[src/rtl/bg_pattern_gen.sv]
// ---------------------------------------------------------------------------
// bg_pattern_gen
//
// Background pattern generator for a raster display. For each raster
// coordinate it produces an 8-bit RRRGGGBB colour two clock cycles later.
// The picture is built from, highest priority first: a colour matrix, bracket
// lines inset from the frame, the frame border and a flat default fill. Four
// display modes are selected through a valid/ready request that takes effect
// at the next frame start, so a frame never changes mode half-way through.
//
// Optional feature: define BG_BLINK_EN to make the bracket lines blink, with
// 16 frames off followed by 16 frames on. Without the macro the bracket lines
// are always drawn and no blink counter exists.
//
// Ports
//   clk             in   single clock, rising edge
//   reset           in   asynchronous reset, active high
//   pixelX, pixelY  in   11-bit raster coordinate
//   mode_req        in   requested display mode
//   mode_valid      in   mode request valid
//   mode_ready      out  a new mode request can be accepted
//   BG_RGB          out  pixel colour RRRGGGBB, 2-cycle latency
//   boardersDrawReq out  high while a bracket-line pixel is output
//   frame_start     out  one-cycle pulse, 1 cycle after (0,0) is sampled
//
// Display modes
//   mode        | meaning
//   MODE_BG     | background only: brackets, border, fill (no matrix)
//   MODE_STATIC | matrix drawn with scroll offset forced to 0
//   MODE_SCROLL | matrix colour advances once every SCROLL_PERIOD frames
//   MODE_BLANK  | all pixels 0, no bracket requests
// ---------------------------------------------------------------------------
module bg_pattern_gen #(
    parameter int FRAME_W        = 635,
    parameter int FRAME_H        = 475,
    parameter int BRACKET_OFFSET = 30,
    parameter int CELL_LOG2      = 3,
    parameter int MATRIX_CELLS   = 16,
    parameter int MATRIX_LEFT_X  = 100,
    parameter int MATRIX_TOP_Y   = 100,
    parameter int SCROLL_PERIOD  = 8
) (
    input  logic        clk,
    input  logic        reset,
    input  logic [10:0] pixelX,
    input  logic [10:0] pixelY,
    input  logic [1:0]  mode_req,
    input  logic        mode_valid,
    output logic        mode_ready,
    output logic [7:0]  BG_RGB,
    output logic        boardersDrawReq,
    output logic        frame_start
);

    typedef enum logic [1:0] {
        MODE_BG     = 2'd0,
        MODE_STATIC = 2'd1,
        MODE_SCROLL = 2'd2,
        MODE_BLANK  = 2'd3
    } mode_e;

    localparam int MATRIX_SPAN = MATRIX_CELLS << CELL_LOG2;

    // All geometry is compared on 12 bits so that sums near the top of the
    // 11-bit coordinate range cannot wrap.
    localparam logic [11:0] FW_C     = 12'(FRAME_W);
    localparam logic [11:0] FH_C     = 12'(FRAME_H);
    localparam logic [11:0] BR_LEFT  = 12'(BRACKET_OFFSET);
    localparam logic [11:0] BR_RIGHT = 12'(FRAME_W - BRACKET_OFFSET);
    localparam logic [11:0] BR_TOP   = 12'(BRACKET_OFFSET);
    localparam logic [11:0] BR_BOT   = 12'(FRAME_H - BRACKET_OFFSET);
    localparam logic [11:0] MX_LEFT  = 12'(MATRIX_LEFT_X);
    localparam logic [11:0] MX_RIGHT = 12'(MATRIX_LEFT_X + MATRIX_SPAN);
    localparam logic [11:0] MX_TOP   = 12'(MATRIX_TOP_Y);
    localparam logic [11:0] MX_BOT   = 12'(MATRIX_TOP_Y + MATRIX_SPAN);
    localparam logic [7:0]  CNT_LAST = 8'(SCROLL_PERIOD - 1);

    localparam logic [7:0] COL_BRACKET = 8'hFF;
    localparam logic [7:0] COL_BORDER  = 8'hFC;
    localparam logic [7:0] COL_FILL    = 8'h58;

    // stage 1
    logic [10:0] x1_q, y1_q;
    logic        v1_q;
    logic        prev_org_q;
    logic        fs_q;

    // mode handshake
    mode_e       mode_q, mode_d;
    mode_e       pend_mode_q;
    logic        pend_valid_q;
    logic        ready_q;
    logic        ready_rel_q;

    // scroll state
    logic [7:0]  frame_cnt_q, frame_cnt_d;
    logic [7:0]  scroll_q, scroll_d;

    // stage 2 (outputs)
    logic [7:0]  rgb_q, rgb_d;
    logic        brd_q, brd_d;

    logic        bracket_en;

`ifdef BG_BLINK_EN
    logic [4:0]  blink_q;
    assign bracket_en = blink_q[4];
`else
    assign bracket_en = 1'b1;
`endif

    // -----------------------------------------------------------------------
    // Frame start detection and mode request control
    // -----------------------------------------------------------------------
    logic org_hit, fs_d, capture, apply;
    logic enter_scroll, stay_scroll;

    assign org_hit = (pixelX == 11'd0) && (pixelY == 11'd0);
    assign fs_d    = org_hit && !prev_org_q;
    assign capture = mode_valid && ready_q;
    // A capture on the frame-start edge sees pend_valid_q still low, so it
    // naturally waits for the following frame start.
    assign apply   = fs_d && pend_valid_q;

    always_comb begin
        mode_d = mode_q;
        if (apply) begin
            mode_d = pend_mode_q;
        end
    end

    assign enter_scroll = (mode_d == MODE_SCROLL) && (mode_q != MODE_SCROLL);
    assign stay_scroll  = (mode_d == MODE_SCROLL) && (mode_q == MODE_SCROLL);

    always_comb begin
        frame_cnt_d = frame_cnt_q;
        scroll_d    = scroll_q;
        if (fs_d) begin
            if (enter_scroll) begin
                frame_cnt_d = 8'd0;
                scroll_d    = 8'd0;
            end else if (stay_scroll) begin
                if (frame_cnt_q == CNT_LAST) begin
                    frame_cnt_d = 8'd0;
                    scroll_d    = scroll_q + 8'd1;
                end else begin
                    frame_cnt_d = frame_cnt_q + 8'd1;
                end
            end
        end
    end

    // -----------------------------------------------------------------------
    // Stage 2 colour selection
    // -----------------------------------------------------------------------
    logic [11:0] x12, y12;
    logic        in_frame, in_matrix, on_bracket, on_border;
    logic [3:0]  cell_x, cell_y;
    logic [7:0]  scroll_eff, matrix_col;

    assign x12 = {1'b0, x1_q};
    assign y12 = {1'b0, y1_q};

    assign in_frame  = (x12 <= FW_C) && (y12 <= FH_C);
    assign in_matrix = (x12 > MX_LEFT) && (x12 < MX_RIGHT) &&
                       (y12 > MX_TOP)  && (y12 < MX_BOT);

    assign on_bracket = (((x12 == BR_LEFT) || (x12 == BR_RIGHT)) &&
                         (y12 >= BR_TOP) && (y12 <= BR_BOT)) ||
                        (((y12 == BR_TOP) || (y12 == BR_BOT)) &&
                         (x12 >= BR_LEFT) && (x12 <= BR_RIGHT));

    assign on_border = (x12 == 12'd0) || (y12 == 12'd0) ||
                       (x12 == FW_C)  || (y12 == FH_C);

    // Cell index only matters inside the matrix, where it is below 16.
    assign cell_x = 4'((x12 - MX_LEFT) >> CELL_LOG2);
    assign cell_y = 4'((y12 - MX_TOP) >> CELL_LOG2);

    assign scroll_eff = (mode_q == MODE_SCROLL) ? scroll_q : 8'd0;
    assign matrix_col = {cell_y, cell_x} + scroll_eff;

    always_comb begin
        rgb_d = 8'h00;
        brd_d = 1'b0;
        if (!v1_q || (mode_q == MODE_BLANK)) begin
            rgb_d = 8'h00;
        end else if (!in_frame) begin
            rgb_d = COL_FILL;
        end else if ((mode_q != MODE_BG) && in_matrix) begin
            rgb_d = matrix_col;
        end else if (on_bracket && bracket_en) begin
            rgb_d = COL_BRACKET;
            brd_d = 1'b1;
        end else if (on_border) begin
            rgb_d = COL_BORDER;
        end else begin
            rgb_d = COL_FILL;
        end
    end

    // -----------------------------------------------------------------------
    // State registers
    // -----------------------------------------------------------------------
    always_ff @(posedge clk or posedge reset) begin
        if (reset) begin
            x1_q         <= '0;
            y1_q         <= '0;
            v1_q         <= 1'b0;
            prev_org_q   <= 1'b0;
            fs_q         <= 1'b0;
            mode_q       <= MODE_STATIC;
            pend_mode_q  <= MODE_BG;
            pend_valid_q <= 1'b0;
            ready_q      <= 1'b1;
            ready_rel_q  <= 1'b0;
            frame_cnt_q  <= '0;
            scroll_q     <= '0;
            rgb_q        <= '0;
            brd_q        <= 1'b0;
`ifdef BG_BLINK_EN
            blink_q      <= '0;
`endif
        end else begin
            x1_q        <= pixelX;
            y1_q        <= pixelY;
            v1_q        <= 1'b1;
            prev_org_q  <= org_hit;
            fs_q        <= fs_d;
            mode_q      <= mode_d;
            frame_cnt_q <= frame_cnt_d;
            scroll_q    <= scroll_d;
            rgb_q       <= rgb_d;
            brd_q       <= brd_d;

            // ready is low whenever a request is pending, so capture and
            // apply never fall on the same edge.
            if (capture) begin
                pend_mode_q  <= mode_e'(mode_req);
                pend_valid_q <= 1'b1;
                ready_q      <= 1'b0;
            end else if (apply) begin
                pend_valid_q <= 1'b0;
                ready_rel_q  <= 1'b1;
            end else if (ready_rel_q) begin
                ready_q      <= 1'b1;
                ready_rel_q  <= 1'b0;
            end

`ifdef BG_BLINK_EN
            if (fs_d) begin
                blink_q <= blink_q + 5'd1;
            end
`endif
        end
    end

    assign BG_RGB          = rgb_q;
    assign boardersDrawReq = brd_q;
    assign frame_start     = fs_q;
    assign mode_ready      = ready_q;

endmodule

[config.mk]
export PLATFORM = sky130hd
export DESIGN_NAME = bg_pattern_gen
export DESIGN_NICKNAME = d
export VERILOG_FILES = /design/src/rtl/bg_pattern_gen.sv
export SDC_FILE = /design/constraint.sdc
export NUM_CORES = 1
export LEC_CHECK = 0
export CAP_MARGIN = 10
export CORE_MARGIN = 2
export CORE_UTILIZATION = 50
export CTS_CLUSTER_DIAMETER = 100
export DETAILED_ROUTE_END_ITERATION = 8
export PLACE_DENSITY_LB_ADDON = 0.3
export SETUP_SLACK_MARGIN = 0.15
export SKIP_CTS_REPAIR_TIMING = 1
export SYNTH_ARGS = -nofsm -noshare
export SYNTH_HDL_FRONTEND = slang
export SYNTH_SLANG_ARGS = --single-unit
[constraint.sdc]
create_clock -name clk -period 2.72 [get_ports clk]
set_clock_uncertainty 0.1 [all_clocks]
set_input_delay 0.544 -clock clk [delete_from_list [all_inputs] [get_ports clk]]
set_output_delay 0.544 -clock clk [all_outputs]
set_load 0.02 [all_outputs]
==> results of run 1 <==
## synthesized netlist by cell type, types with 3 or more instances
master	count
a211oi_1	3
a21oi_1	15
and2_1	9
and3_1	5
clkbuf_1	5
dfrtp_1	55
ha_1	19
inv_1	14
mux2_2	4
mux2i_1	4
nand2_1	17
nand2b_1	7
nand3_1	15
nand3b_1	4
nand4_1	6
nand4b_1	3
nor2_1	24
nor2b_1	6
nor3_1	12
nor4_1	9
o211ai_1	3
o21ai_0	26
o21bai_1	5
o31ai_1	3
or3_1	4
xnor2_1	6
xor2_1	6
## placed cells by master (no fill, tap or decap), drive strengths merged, types with 3 or more instances in the layout
cell and n:
nand4b 3, or3 4, nand3b 4, xor2 6, o21ai 26, and2 9
nor2 24, mux2i 4, o211ai 3, nor2b 6, dlymetal6s2s 8, xnor2 6
clkdlybuf4s50 29, nand4 6, a211oi 3, nor3 14, o21bai 6, nor4 9
ha 19, buf 22, nand3 15, dfrtp 55, nand2b 7, nand2 17
mux2 4, a21oi 15, clkinv 3, and3 5, o31ai 3, inv 14
clkbuf 10
## layout make-up
| cell class | count | area (sq um) | share of cell area (%) |
|---|---|---|---|
| clock buffers | 10 | 137.6 | 3.390 |
| clock inverters | 5 | 56.30 | 1.387 |
| inverters | 14 | 52.55 | 1.294 |
| multi-input cells | 239 | 1714 | 42.22 |
| flip-flops and latches | 57 | 1430 | 35.22 |
| well taps | 75 | 93.84 | 2.311 |
| repair buffers | 59 | 575.6 | 14.18 |
## cell families (layout without fill, tap and decap cells)
kind of cell               after synthesis  count (layout)  share of synthesized area (%)
adders and majority gates               20              20                          8.240
xor gates and xnor gates                13              13                          4.080
DFF                                     57              57                          45.68
and+or+nand+nor                        131             131                          22.92
other                                    1               1                         0.1199
AOI/OAI and AO/OA                       66              66                          13.16
buffers and inverters                   23              88                          3.080
muxes                                    8               8                          2.720
## final timing paths
| kind | startpoint | slack (ns) | endpoint |
|---|---|---|---|
| worst max-delay path | x1_q[2]$_DFF_PP0_ | 0.24 | BG_RGB[5]$_DFF_PP0_ |
| worst min-delay path | pixelY[8] | 0.26 | y1_q[8]$_DFF_PP0_ |
| worst max register to register | x1_q[2]$_DFF_PP0_ | 0.24 | BG_RGB[5]$_DFF_PP0_ |
| worst min register to register | scroll_q[7]$_DFFE_PP0P_ | 0.39 | scroll_q[7]$_DFFE_PP0P_ |
| max in group asynchronous | reset | 1.53 | x1_q[2]$_DFF_PP0_ |
| min in group asynchronous | reset | 0.44 | frame_start$_DFF_PP0_ |
## flip-flops by register name, summed over array words and instances (netlist names), 2 cells and up
name,flops
x1_q,11
y1_q,11
BG_RGB,8
frame_cnt_q,8
scroll_q,8
mode_q,2
pend_mode_q,2
## layer usage
layer	track usage [%]	routed length, um	up-vias	part of all wire [%]
li1	-	-	1260	-
met1	27.76	3168	1277	47
met2	32.33	3262	71	48
met3	5.169	282	9	4.1
met4	7.303	84	0	1.2
met5	0	0	-	0
## through the flow
step	utilization (%)	TNS (ns)
after CTS	65.18	0
after global placement	61.95	-3.479
after global routing	67.77	0
after detailed placement	61.95	-4.163
after floorplan	-	0
final	67.77	0
## report_power, final
part | leakage, nW | internal (mW) | switching [mW] | total (mW)
Combinational | 0.998 | 0.0915 | 0.0851 | 0.177
Sequential | 0.723 | 0.868 | 0.0281 | 0.896
Clock | 0.0981 | 0.440 | 0.341 | 0.781
Total | 1.82 | 1.40 | 0.454 | 1.85
==> results.txt, run 1 <==
Buf/Inv on CP: 2
Via Count: 2617
Total Power: 1.854 mW
WL/cell: 14.81 um
Ports: 38
Worst Setup End Kind: register
Synth cell types: 51
Power Dens Cells: 456.5 nW/um^2
Final HPWL DP: 4903 um
Area of the mapped netlist: 3128 sq um
Crit-path cells: inv_2, ha_4, inv_1, o21ai_1, xnor2_1, ha_1, nand3_1, o211ai_1, nor2_1, xnor2_1, nor2_1, a211oi_2
Critical Path Slowest Stage Cell: dfrtp_1
Arr. time, crit path: 2.63 ns
TritonRoute pass-1 iters: 5
Die H: 83.10 um
Critical path class: register to register
Die ar.: 6905 sq um
Grt ovf: 0
Clock Tree Buf Depth: 2
Hold Path Stages: 1
Cell family with most CP delay: compound AO/OA/AOI/OAI gates
Final hold slack: 0.2629 ns
Initial core utilization: 52.21%
Die span in x: 83.10 um
Yosys reg bits: 57
Clk sinks: 57
Initial antenna violation count: 0
N_diodes: 0
Hold Crit Class: primary input to register
Most used flip-flop cell after synthesis: dfrtp_1
VDD IR max: 0.3997 mV
Maximum level of the CTS H-tree: 3
DRT iter0 DRCs: 129
Slew margin rel.: 66.41%
Critical Path RT: 2.87 ns
Share of cells above drive strength 1: 18.49%
ANT nets after route: 0
CTS Root Cell: clkbuf_8
Port bufs: 37
Crit share post-route: 91.07%
Layout area overhead: 29.80%
Placement Setup Slack: -0.3542 ns
RSZ-0062 raised after global routing: yes
Total Routing Usage GR: 20.56%
CP Launch Type: register
Max Cap Violations: 0
Area share of the largest cell type after synthesis: 44.00%
Post-synth net total: 366
Status: completed
Worst-margin pin slew: 0.5016 ns
Final Wtd Congestion: 0.8705
Design area: 4060 sq um
Placed Cells: 442
Largest area contributor in the netlist: dfrtp_1
Leak pwr: 1.819 nW
Final setup viols: 0
Mapped Avg Cell Area: 9.806 sq um
First-pass GRT wire length: 11410 um
Area contributors post-synth: dfrtp_1 44%, ha_1 7.6%, o21ai_0 4.2%
Slew Viols, Final: 0
Clock Latency Late Sink: 0.34 ns
Yosys Warn Count: 0
Worst Path Max Fanout: 4
Final WS setup: 0.2428 ns
Via density: 5.702
Reg2reg path depth: 12
Final hold violation count: 0
Minimum clock period: 2.477 ns
Number of synthesized flops with an enable pin: 0
Cells after Synth: 319
Core Box Area: 5991 sq um
Ys async rst share: 100.0%
Seq/Total Area, Yosys: 45.68%
Vias in the first global route: 2562
Pin count of the biggest net entering global routing: 25
# rows: 28
DRC errors left: 0
Delay of the slowest critical-path stage: 0.41 ns
Total length of routed wires: 6798 um
Final non-filler cell total: 459
TritonCTS clock tree: yes
FMAX: 0.4037 GHz
DP Area: 3711 sq um
Layout Nets: 427
Fillers: 455
Clk pin slew, worst setup/hold paths: 0.07 ns
Cts bufs inserted: 9
Stages on worst setup path: 12
Power figures use the tool's default switching activity.
==> run 2: changes to the inputs <==
--- a/config.mk
+++ b/config.mk
@@ -6,13 +6,14 @@
 export NUM_CORES = 1
 export LEC_CHECK = 0
 export CAP_MARGIN = 10
-export CORE_MARGIN = 2
 export CORE_UTILIZATION = 50
 export CTS_CLUSTER_DIAMETER = 100
 export DETAILED_ROUTE_END_ITERATION = 8
+export GPL_ROUTABILITY_DRIVEN = 1
 export PLACE_DENSITY_LB_ADDON = 0.3
 export SETUP_SLACK_MARGIN = 0.15
 export SKIP_CTS_REPAIR_TIMING = 1
 export SYNTH_ARGS = -nofsm -noshare
 export SYNTH_HDL_FRONTEND = slang
 export SYNTH_SLANG_ARGS = --single-unit
+export TNS_END_PERCENT = 10
==> run 2 against run 1 <==
  * Setup slack worse by 0.038 ns
  * Sequential power hardly changed
  * Critical path depth fell by 5
  * Critical path type is now primary input to register
  * Final cell count unchanged
  * Wire length fell by 2.1%
  * Highest routed layer unchanged
  * Clock power increased by 9.9%
  * Hold slack improved by 0.13 ns
==> results.txt, run 2 (same netlist as run 1, synthesis figures left out) <==
Reg2reg path depth: 10 (-2)
Pint: 1.467 mW (+4.8%)
Clk pin slew, worst setup/hold paths: 0.07 ns (about the same)
Pin count of the biggest net entering global routing: 39 (+56%)
Total Routing Usage GR: 22.98% (+2.4 points)
Hold Crit Class: register to register
Reg-to-reg slack, setup: 0.28 ns (+0.04 ns)
DRT iter0 DRCs: 148 (+15%)
Total length of routed wires: 6656 um (-2.1%)
CTS Root Cell: clkbuf_8
Clock power frac: 44.6% (+2.5 points)
Worst Path Max Fanout: 7 (+3)
TritonRoute pass-1 iters: 4 (-1)
Slew Viols, Final: 0 (unchanged)
Initial core utilization: 52.21% (unchanged)
Cell family with most CP delay: simple AND/OR/NAND/NOR gates
FMAX: 0.3976 GHz (-1.5%)
Crit share post-route: 92.46% (+1.4 points)
Total Power: 1.923 mW (+3.7%)
Power share of the sequential group: 46.6% (-1.7 points)
Port bufs: 37 (unchanged)
Ports: 38 (unchanged)
Minimum clock period: 2.515 ns (+0.03763 ns)
Commonest non-fill, non-tap cell in the layout: dfrtp_1
Delay of the slowest critical-path stage: 0.53 ns (+0.12 ns)
Arr. time, crit path: 2.65 ns (+0.02 ns)
DRC errors left: 0 (unchanged)
Critical Path Slowest Stage Cell: or4_4
Die span in x: 81.10 um (-2.4%)
Net switching power: 0.4554 mW (+0.28%)
Leak pwr: 1.736 nW (-4.6%)
Buf/Inv on CP: 1 (-1)
Maximum level of the CTS H-tree: 3 (unchanged)
Critical Path RT: 2.86 ns (about the same)
Logic pwr share: 8.8% (-0.7 points)
Hold path startpoint: frame_cnt_q[7]$_DFFE_PP0P_
Worst Setup End Kind: register
N_diodes: 0 (unchanged)
RR Endpoint: BG_RGB[6]$_DFF_PP0_
Final non-filler cell total: 459 (unchanged)
Final setup viols: 0 (unchanged)
Vias in the first global route: 2513 (-1.9%)
Final hold violation count: 0 (unchanged)
Leading cell types in the layout, fill and taps excluded: 55 x dfrtp_1, 37 x clkdlybuf4s50_1, 24 x nor2_1
Placed Cells: 442 (unchanged)
Clk sinks: 57 (unchanged)
Slew margin rel.: 62.59% (-3.8 points)
Crit-path cells: clkdlybuf4s50_1, nor4_1, nand4_1, or4_4, o21bai_1, o21bai_4, o31ai_1
TritonCTS clock tree: yes
Worst-margin pin slew: 0.5560 ns (+0.05433 ns)
WL/cell: 14.50 um (-2.1%)
Cts bufs inserted: 9 (unchanged)
Share of cells above drive strength 1: 16.15% (-2.3 points)
# rows: 28 (unchanged)
First-pass GRT wire length: 11340 um (-0.60%)
Status: completed
Hold endpoint: frame_cnt_q[7]$_DFFE_PP0P_
Top Registers: x1_q (11), y1_q (11)
Power Dens Cells: 482.9 nW/um^2 (+5.8%)
Reg2reg start: mode_q[0]$_DFF_PP1_
Initial antenna violation count: 0 (unchanged)
Layout area overhead: 27.28%
Final HPWL DP: 4884 um (-0.39%)
Core Box Area: 5991 sq um (unchanged)
Grt ovf: 0 (unchanged)
Via Count: 2565 (-2.0%)
Via density: 5.588 (-2.0%)
Final Wtd Congestion: 0.8548 (-1.8%)
Layout Nets: 426 (-0.23%)
Hold Path Stages: 1 (unchanged)
Critical path class: primary input to register
Switching Fraction: 23.69% (-0.81 points)
VDD IR max: 0.4050 mV (+1.3%)
Die ar.: 6576 sq um (-4.8%)
Final hold slack: 0.3963 ns (+0.1333 ns)
CP Launch Type: primary input
RSZ-0062 raised after global routing: yes
Die H: 81.10 um (-2.4%)
Max Cap Violations: 0 (unchanged)
ANT nets after route: 0 (unchanged)
Clock Tree Buf Depth: 2 (unchanged)
Clock Latency Late Sink: 0.33 ns (about the same)
[run 2: cell types whose count changed in the layout (fill, tap and decap cells not counted), moves of 2 or more]
cell             delta
o21ai_0             +3
buf_6               -2
o21ai_2             -2
clkdlybuf4s50_1     +8
dlymetal6s2s_1      -8
[run 2: worst max-delay path by stage]
stage | endpoint | depth (start not counted) | from
after floorplan | BG_RGB[6]$_DFF_PP0_ | 11 | mode_q[0]$_DFF_PP1_
after global placement | frame_cnt_q[7]$_DFFE_PP0P_ | 6 | pixelX[0]
after detailed placement | scroll_q[7]$_DFFE_PP0P_ | 7 | pixelX[0]
after CTS | scroll_q[7]$_DFFE_PP0P_ | 7 | pixelX[0]
after global routing | frame_cnt_q[7]$_DFFE_PP0P_ | 6 | pixelY[9]
final | scroll_q[7]$_DFFE_PP0P_ | 7 | pixelX[6]
[run 2: power groups by stage]
stage | clock (mW) | sequential, mW | combinational (mW)
finish | 0.858 | 0.896 | 0.169
global route | 0.918 | 0.898 | 0.190
CTS | 0.876 | 0.894 | 0.165
detailed placement | 0 | 0.910 | 0.164
global placement | 0 | 0.909 | 0.160
floorplan | 0 | 0.902 | 0.0891
[run 2: cell type report]
type	count	area, sq um
sequential	57	1429
clock buffer	10	127.6
tap	75	93.84
inverter	14	52.55
fill	462	2009
multi-input combinational	239	1655
clock inverter	6	82.58
timing repair buffer	58	540.5
[run 2: metal layers]
| metal | routed length, um | GRT usage, % | vias to the layer above |
|---|---|---|---|
| li1 | - | - | 1262 |
| met1 | 3060 | 29.91 | 1217 |
| met2 | 3204 | 36.13 | 78 |
| met3 | 317 | 5.955 | 8 |
| met4 | 74 | 9.821 | 0 |
| met5 | 0 | 0 | - |
[run 2: through the flow]
stage | util [%] | worst slack (ns) | setup TNS [ns] | cell area, sq um
after floorplan | - | 0.1893 | 0 | 3128
after global placement | 61.95 | -0.2594 | -3.116 | 3711
after detailed placement | 61.95 | -0.3340 | -3.973 | 3711
after CTS | 65.46 | 0.04399 | 0 | 3921
after global routing | 66.46 | 0.09496 | 0 | 3981
final | 66.46 | 0.2052 | 0 | 3981
[run 2: worst register-to-register path: cells and delay by family, from the launching register on]
family / cells / cell delay [ns]
flops: 1 / 0.58
xor+xnor: 1 / 0.16
compound gates: 5 / 0.68
simple gates: 2 / 0.24
fa+ha+maj: 2 / 0.57
